File: config.mk
export PLATFORM = sky130hd
export DESIGN_NAME = bnn_instr_seq
export DESIGN_NICKNAME = d
export VERILOG_FILES = /design/src/rtl/bnn_instr_seq.sv
export SDC_FILE = /design/constraint.sdc
export NUM_CORES = 1
export LEC_CHECK = 0
export ABC_CLOCK_PERIOD_IN_PS = 2850
export CAP_MARGIN = 10
export CORE_UTILIZATION = 49
export CTS_BUF_LIST = sky130_fd_sc_hd__clkbuf_16
export CTS_CLUSTER_DIAMETER = 150
export CTS_CLUSTER_SIZE = 28
export DETAILED_ROUTE_END_ITERATION = 8
export GPL_TIMING_DRIVEN = 0
export PLACE_DENSITY = 0.84
export SYNTH_ARGS = -nofsm -noshare
export SYNTH_HDL_FRONTEND = slang
export SYNTH_SLANG_ARGS = --single-unit
File: constraint.sdc
create_clock -name clk -period 2.85 [get_ports clk]
set_input_delay 0.57 -clock clk [delete_from_list [all_inputs] [get_ports clk]]
set_output_delay 0.57 -clock clk [all_outputs]
set_load 0.01 [all_outputs]
File: src/rtl/bnn_instr_seq.sv
// Layer sequencer for a BNN core: streams config/bias/operand words from an
// upstream valid/ready source and issues the per-output instruction sequence.
module bnn_instr_seq #(
  parameter int N_GROUPS_MAX = 16,
  parameter int LOAD_W       = 8,
  parameter int OUT_W        = 10
) (
  input  logic              clk,
  input  logic              rst,
  input  logic              start,
  input  logic [15:0]       cfg_enable,
  input  logic [2:0]        cfg_height,
  input  logic [4:0]        cfg_groups,
  input  logic [LOAD_W-1:0] cfg_load_len,
  input  logic [OUT_W-1:0]  cfg_outputs,
  input  logic              cfg_pool,
  input  logic [31:0]       src_data,
  input  logic              src_valid,
  output logic              src_ready,
  output logic [19:0]       instruction,
  output logic [31:0]       data_out,
  output logic              busy,
  output logic              done,
  output logic              res_strobe,
  output logic              res_half
);

  typedef enum logic [3:0] {
    S_IDLE, S_CFG, S_BIAS, S_CLR, S_LOAD, S_ACC, S_BIN, S_STORE, S_DONE
  } state_t;

  state_t state_reg, state_next;

  logic [15:0]       enable_reg;
  logic [2:0]        height_reg;
  logic [4:0]        groups_reg;
  logic [LOAD_W-1:0] load_len_reg;
  logic [OUT_W-1:0]  outputs_reg;
  logic              pool_reg;

  logic              bias_cnt_reg;
  logic [LOAD_W-1:0] w_reg;
  logic [4:0]        g_reg;
  logic [1:0]        pass_reg;
  logic [OUT_W-1:0]  res_cnt_reg;
  logic              half_reg;

  logic              xfer;
  logic              w_last;
  logic              g_last;
  logic              bin_last;
  logic [OUT_W-1:0]  res_cnt_inc;
  logic [3:0]        w_lo;

  logic [19:0]       instr_next;
  logic [31:0]       data_next;
  logic              busy_next, done_next, strobe_next, half_next;

  assign src_ready   = (state_reg == S_BIAS) || (state_reg == S_LOAD);
  assign xfer        = src_valid && src_ready;
  assign w_last      = (w_reg == load_len_reg - LOAD_W'(1));
  assign g_last      = (g_reg == groups_reg - 5'd1);
  assign bin_last    = !pool_reg || (pass_reg == 2'd3);
  assign res_cnt_inc = res_cnt_reg + OUT_W'(1);
  assign w_lo        = 4'(w_reg);

  // State register plus the layer configuration and loop counters
  always_ff @(posedge clk) begin
    if (rst) begin
      state_reg    <= S_IDLE;
      enable_reg   <= '0;
      height_reg   <= '0;
      groups_reg   <= '0;
      load_len_reg <= '0;
      outputs_reg  <= '0;
      pool_reg     <= 1'b0;
      bias_cnt_reg <= 1'b0;
      w_reg        <= '0;
      g_reg        <= '0;
      pass_reg     <= '0;
      res_cnt_reg  <= '0;
      half_reg     <= 1'b0;
    end else begin
      state_reg <= state_next;
      if (state_reg == S_IDLE && start) begin
        enable_reg   <= cfg_enable;
        height_reg   <= cfg_height;
        groups_reg   <= (cfg_groups == 5'd0) ? 5'(N_GROUPS_MAX) : cfg_groups;
        load_len_reg <= cfg_load_len;
        outputs_reg  <= cfg_outputs;
        pool_reg     <= cfg_pool;
        bias_cnt_reg <= 1'b0;
        w_reg        <= '0;
        g_reg        <= '0;
        pass_reg     <= '0;
        res_cnt_reg  <= '0;
        half_reg     <= 1'b0;
      end
      if (state_reg == S_BIAS && xfer) bias_cnt_reg <= ~bias_cnt_reg;
      if (state_reg == S_LOAD && xfer) w_reg <= w_last ? '0 : w_reg + LOAD_W'(1);
      if (state_reg == S_ACC) g_reg <= g_last ? 5'd0 : g_reg + 5'd1;
      if (state_reg == S_BIN) begin
        pass_reg <= bin_last ? 2'd0 : pass_reg + 2'd1;
        if (bin_last) res_cnt_reg <= res_cnt_inc;
      end
      if (state_reg == S_STORE) half_reg <= ~half_reg;
    end
  end

  always_comb begin
    state_next = state_reg;
    case (state_reg)
      S_IDLE:  if (start) state_next = S_CFG;
      S_CFG:   state_next = S_BIAS;
      S_BIAS:  if (xfer && bias_cnt_reg)
                 state_next = (outputs_reg == '0) ? S_DONE : S_CLR;
      S_CLR:   state_next = (load_len_reg != '0) ? S_LOAD : S_ACC;
      S_LOAD:  if (xfer && w_last) state_next = S_ACC;
      S_ACC:   if (g_last) state_next = S_BIN;
      S_BIN: begin
        // A result is complete only after the last pooling pass
        if (!bin_last)
          state_next = S_CLR;
        else if (res_cnt_inc[2:0] == 3'd0 || res_cnt_inc == outputs_reg)
          state_next = S_STORE;
        else
          state_next = S_CLR;
      end
      S_STORE: if (half_reg)
                 state_next = (res_cnt_reg == outputs_reg) ? S_DONE : S_CLR;
      S_DONE:  state_next = S_IDLE;
      default: state_next = S_IDLE;
    endcase
  end

  always_comb begin
    instr_next  = '0;
    data_next   = '0;
    strobe_next = 1'b0;
    half_next   = 1'b0;
    busy_next   = (state_reg != S_IDLE) && (state_reg != S_DONE);
    done_next   = (state_reg == S_DONE);
    case (state_reg)
      S_CFG: begin
        instr_next = 20'h08100;
        data_next  = {8'h00, 5'b0, height_reg, enable_reg};
      end
      S_BIAS: if (xfer) begin
        instr_next = 20'h00800;
        data_next  = src_data;
      end
      S_CLR: instr_next = 20'h00001;
      S_LOAD: if (xfer) begin
        instr_next[15]    = 1'b1;
        instr_next[16]    = w_lo[0];
        instr_next[19:17] = w_lo[3:1];
        data_next         = src_data;
      end
      S_ACC: begin
        instr_next[9]   = 1'b1;
        instr_next[4:1] = g_reg[3:0];
      end
      S_BIN: begin
        instr_next[10] = 1'b1;
        if (pool_reg) begin
          instr_next[12] = 1'b1;
          instr_next[13] = pass_reg[0];
          instr_next[6]  = pass_reg[1];
        end
      end
      S_STORE: begin
        instr_next[14] = 1'b1;
        instr_next[6]  = half_reg;
        strobe_next    = 1'b1;
        half_next      = half_reg;
      end
      default: ;
    endcase
  end

  always_ff @(posedge clk) begin
    if (rst) begin
      instruction <= '0;
      data_out    <= '0;
      busy        <= 1'b0;
      done        <= 1'b0;
      res_strobe  <= 1'b0;
      res_half    <= 1'b0;
    end else begin
      instruction <= instr_next;
      data_out    <= data_next;
      busy        <= busy_next;
      done        <= done_next;
      res_strobe  <= strobe_next;
      res_half    <= half_next;
    end
  end

endmodule

==> reports/results.txt <==
Data on the critical path is required at its endpoint by 2.28 ns. Number of global-route vias before repair: 5314. Using the TritonRoute via totals, the vias-per-cell ratio works out to 5.619. After synthesis, the mean cell area works out to 8.598 sq um. The fraction of synthesis flops using an asynchronous set or reset pin was 0; the wire length of the first global-routing pass was 25160 um. The logs give 6.516 mW for the total design power and 2 for the worst-case clock buffer depth.

The die is 108.1 um tall. The worst setup path is of the reg -> out kind. Setup violations remaining at the end of the flow were counted as 0.

The number of buffers inserted to repair setup after CTS was 0. After detailed routing, the number of remaining DRC violations is 0. The proportion of netlist area held by the largest area contributor was 0.4613; the number of gates resized after cts was 0. The repair_antennas step left the layout with diodes totalling 0.

STA classifies the critical path endpoint as a primary output. The logs give 136 for the number of primary I/O pins and 386.7 MHz for the maximum clock rate. After detailed routing, the average wire length per cell comes to 16.58 um. After filler insertion, the fill cell instance count of the layout stands at 850. For the number of DRC violations after detailed-routing iteration 0, the log shows 486.

After clock tree synthesis, the clock-pin slew on the worst setup and hold paths is 0.05 ns. The synthesized design contains 0 enable-type register cells. The transition at the pin with the smallest max-transition slack was 0.9706 ns. Max-cap violations in this run came to 0. Buffers inserted during clock tree synthesis total 17.

The minimum clock period was 2.586 ns. In this run the number of H-tree levels came out at 4. Routability-driven placement finished with a final weighted congestion of 0.9280.

Summed over all layers, the global routing overflow is 0. Data on the critical path arrives at its endpoint at 2.02 ns. The total number of clock tree sinks was 127. The cell taking the most area after synthesis is sky130_fd_sc_hd__dfxtp_1. Worst-case hold slack: 0.4618 ns. The end point of the worst hold path is enable_reg[13]$_SDFFE_PP0P_.

The floorplan step set the die width to 108.1 um. The number of flip-flops and latches in the synthesized netlist was 127. Setup repair after global routing left no endpoint under its margin. Portion of the post-synthesis area used by sequential elements: 0.4613. The flow ran to the end, and the final reports show no timing, DRC or antenna violations.

On the final layout, the worst clock skew is 0.007388 ns. The most common cell in the synthesized netlist is sky130_fd_sc_hd__dfxtp_1. The die area is 11680 sq um. The detail route stage leaves a number of antenna-violating nets equal to 0.

Sorting the synthesized cells by how often they occur yields 127 x sky130_fd_sc_hd__dfxtp_1, 105 x sky130_fd_sc_hd__nand2_1, 61 x sky130_fd_sc_hd__a21oi_1, 50 x sky130_fd_sc_hd__nor2_1, 27 x sky130_fd_sc_hd__clkbuf_1. Yosys attributes the largest share of cell area to sky130_fd_sc_hd__dfxtp_1 46%, sky130_fd_sc_hd__nand2_1 7.2%, sky130_fd_sc_hd__a21oi_1 5.5%. In this run the worst hold path is classified as reg -> reg.

The number of hold buffers added after CTS is 0. After floorplanning, the core was sized to cover 10890 sq um. For this design the static power due to leakage is 2.856 nW. The worst hold path begins at enable_reg[13]$_SDFFE_PP0P_. The pin count of the biggest net entering global routing is 17, and the sum of negative setup slack is 0 ns. Along the worst hold path, the cell count comes to 2.

The tools report the total detailed-routing wirelength as 15690 um. Hold violation count in the final report: 0. For the clock latency on the worst-skew pair, the log shows 0.42 ns. The initial antenna violation count was 0. The starting density of the core is 0.5062. The tools report the area of the mapped netlist as 5512 sq um. The cell count after synthesis came out at 641. The number of buffers added on ports is 132, and the number of cell rows is 38. The layout cell share with drive strength beyond 1 was 0.06700; the total power divided by cell area was 859.1 nW/um^2. The worst setup path is launched from a flip-flop.

TritonCTS built the clock tree. The most used flip-flop cell after synthesis is sky130_fd_sc_hd__dfxtp_1. For the final-report max-slew violation count, the log shows 0.

The worst stage delay on the critical path is 0.62 ns. The post-route clock period utilization works out to 0.9073. The root buffer cell chosen for the clock tree is sky130_fd_sc_hd__clkbuf_16.

For this run, the detailed router's first-pass iteration total came to 5. Maximum ir drop on the vdd rail: 0.4298 mV. The worst-path maximum fanout works out to 10. For this run, the post-layout net count is 879. In this run the register-to-register setup slack is 0.40 ns. In this run the critical register-to-register path is captured at data_out[14]$_SDFF_PP0_. The tools report the total global-route track usage as 0.2786.

The count of unique library cells instantiated by Yosys is 67, and the total number of vias is 5316. The worst-case headroom to the max-slew limit is 0.3494. The register with the most flip-flops in the layout has 32 of them. During synthesis, Yosys emitted a total of 0 warnings. The worst register-to-register path has a depth of 6.

Detailed placement ended at an HPWL of 11230 um. The worst reg2reg path startpoint is state_reg[0]$_SDFFE_PP0P_. The signal on the critical path passes through buf_2 > xnor2_1 > nor3_1 > clkdlybuf4s50_1. For this design, the slowest cell found on the critical path is sky130_fd_sc_hd__clkdlybuf4s50_1.

The area overhead of the layout relative to synthesis works out to 37.62%.
layout by cell type, fill, tap and decap left out, types with 4 or more instances in the layout:
cell type,netlist,layout
sky130_fd_sc_hd__clkdlybuf4s50_1,0,132
sky130_fd_sc_hd__dfxtp_1,127,127
sky130_fd_sc_hd__nand2_1,105,105
sky130_fd_sc_hd__a21oi_1,61,61
sky130_fd_sc_hd__nor2_1,50,50
sky130_fd_sc_hd__clkbuf_1,27,27
sky130_fd_sc_hd__xnor2_1,24,24
sky130_fd_sc_hd__a22oi_1,23,23
sky130_fd_sc_hd__and3_1,20,20
sky130_fd_sc_hd__clkbuf_16,0,17
sky130_fd_sc_hd__inv_1,14,16
sky130_fd_sc_hd__nand3_1,16,16
sky130_fd_sc_hd__and2_1,16,16
sky130_fd_sc_hd__nor3_1,12,12
sky130_fd_sc_hd__xor2_1,10,10
sky130_fd_sc_hd__a31oi_1,10,10
sky130_fd_sc_hd__nand2b_1,8,8
sky130_fd_sc_hd__buf_2,7,7
sky130_fd_sc_hd__nor2b_1,7,7
sky130_fd_sc_hd__ha_1,7,7
sky130_fd_sc_hd__nor4_1,6,6
sky130_fd_sc_hd__o21ai_0,5,5
sky130_fd_sc_hd__nand4_1,5,5
sky130_fd_sc_hd__or3_1,4,4
sky130_fd_sc_hd__o211ai_1,4,4
sky130_fd_sc_hd__or4_1,4,4
sky130_fd_sc_hd__mux2i_1,4,4
sky130_fd_sc_hd__clkinv_4,0,4
stage by stage:
step	util	setup WS, ns	instances	area, sq um
finish	0.6966	0.2641	946	7585
global route	0.6966	0.1738	946	7585
floorplan	-	0.7354	642	5515
global placement	0.6440	0.05375	914	7012
detailed placement	0.6440	0.02161	914	7012
CTS	0.6966	0.2985	946	7585
worst max-delay path, delay by kind of cell, from the launching register on:
kind	cells	cell delay [ns]
xor gates and xnor gates	1	0.10
buffers and inverters	2	0.82
and+or+nand+nor	1	0.35
DFF	1	0.33
layer usage:
layer	wire, um	vias up	global-route usage
li1	-	2539	-
met1	6510	2510	0.3249
met2	7836	214	0.4741
met3	761	53	0.05907
met4	579	0	0.1556
met5	0	-	0
final cells by class:
class                           count  area [sq um]  share of cell area
Buffer                             41         181.4             0.02392
Clock buffer                       17         425.4             0.05609
Clock inverter                     15         147.6             0.01947
Inverter                           14         52.55            0.006928
Multi-Input combinational cell    460          2739              0.3611
Sequential cell                   127          2542              0.3352
Tap cell                          140         175.2             0.02309
Timing Repair Buffer              132          1321              0.1742
how the worst max path moves through the flow:
stage / start / end / slack, ns / depth (start not counted)
after floorplan: load_len_reg[0]$_SDFFE_PP0P_ / state_reg[2]$_SDFFE_PP0P_ / 0.74 / 8
after global placement: start / load_len_reg[6]$_SDFFE_PP0P_ / 0.05 / 6
after detailed placement: start / load_len_reg[6]$_SDFFE_PP0P_ / 0.02 / 6
after CTS: state_reg[2]$_SDFFE_PP0P_ / src_ready / 0.30 / 4
after global routing: state_reg[2]$_SDFFE_PP0P_ / src_ready / 0.17 / 4
final: state_reg[2]$_SDFFE_PP0P_ / src_ready / 0.26 / 4
power breakdown:
part,leakage (nW),switching (mW),internal [mW]
registers,1.03,0.190,2.02
clock network,0.279,0.818,1.28
logic,1.55,1.35,0.855
kinds of logic after synthesis:
family                     count (synthesis)  synth area share
and+or+nand+nor                          274            0.2470
AOI/OAI and AO/OA                        136            0.1644
DFF                                      127            0.4613
buffers and inverters                     55           0.04245
xor gates and xnor gates                  35           0.05698
adders and majority gates                  7           0.01589
muxes                                      6           0.01135
other                                      1         0.0006804
Note: power is estimated with default switching activity, not from simulation.
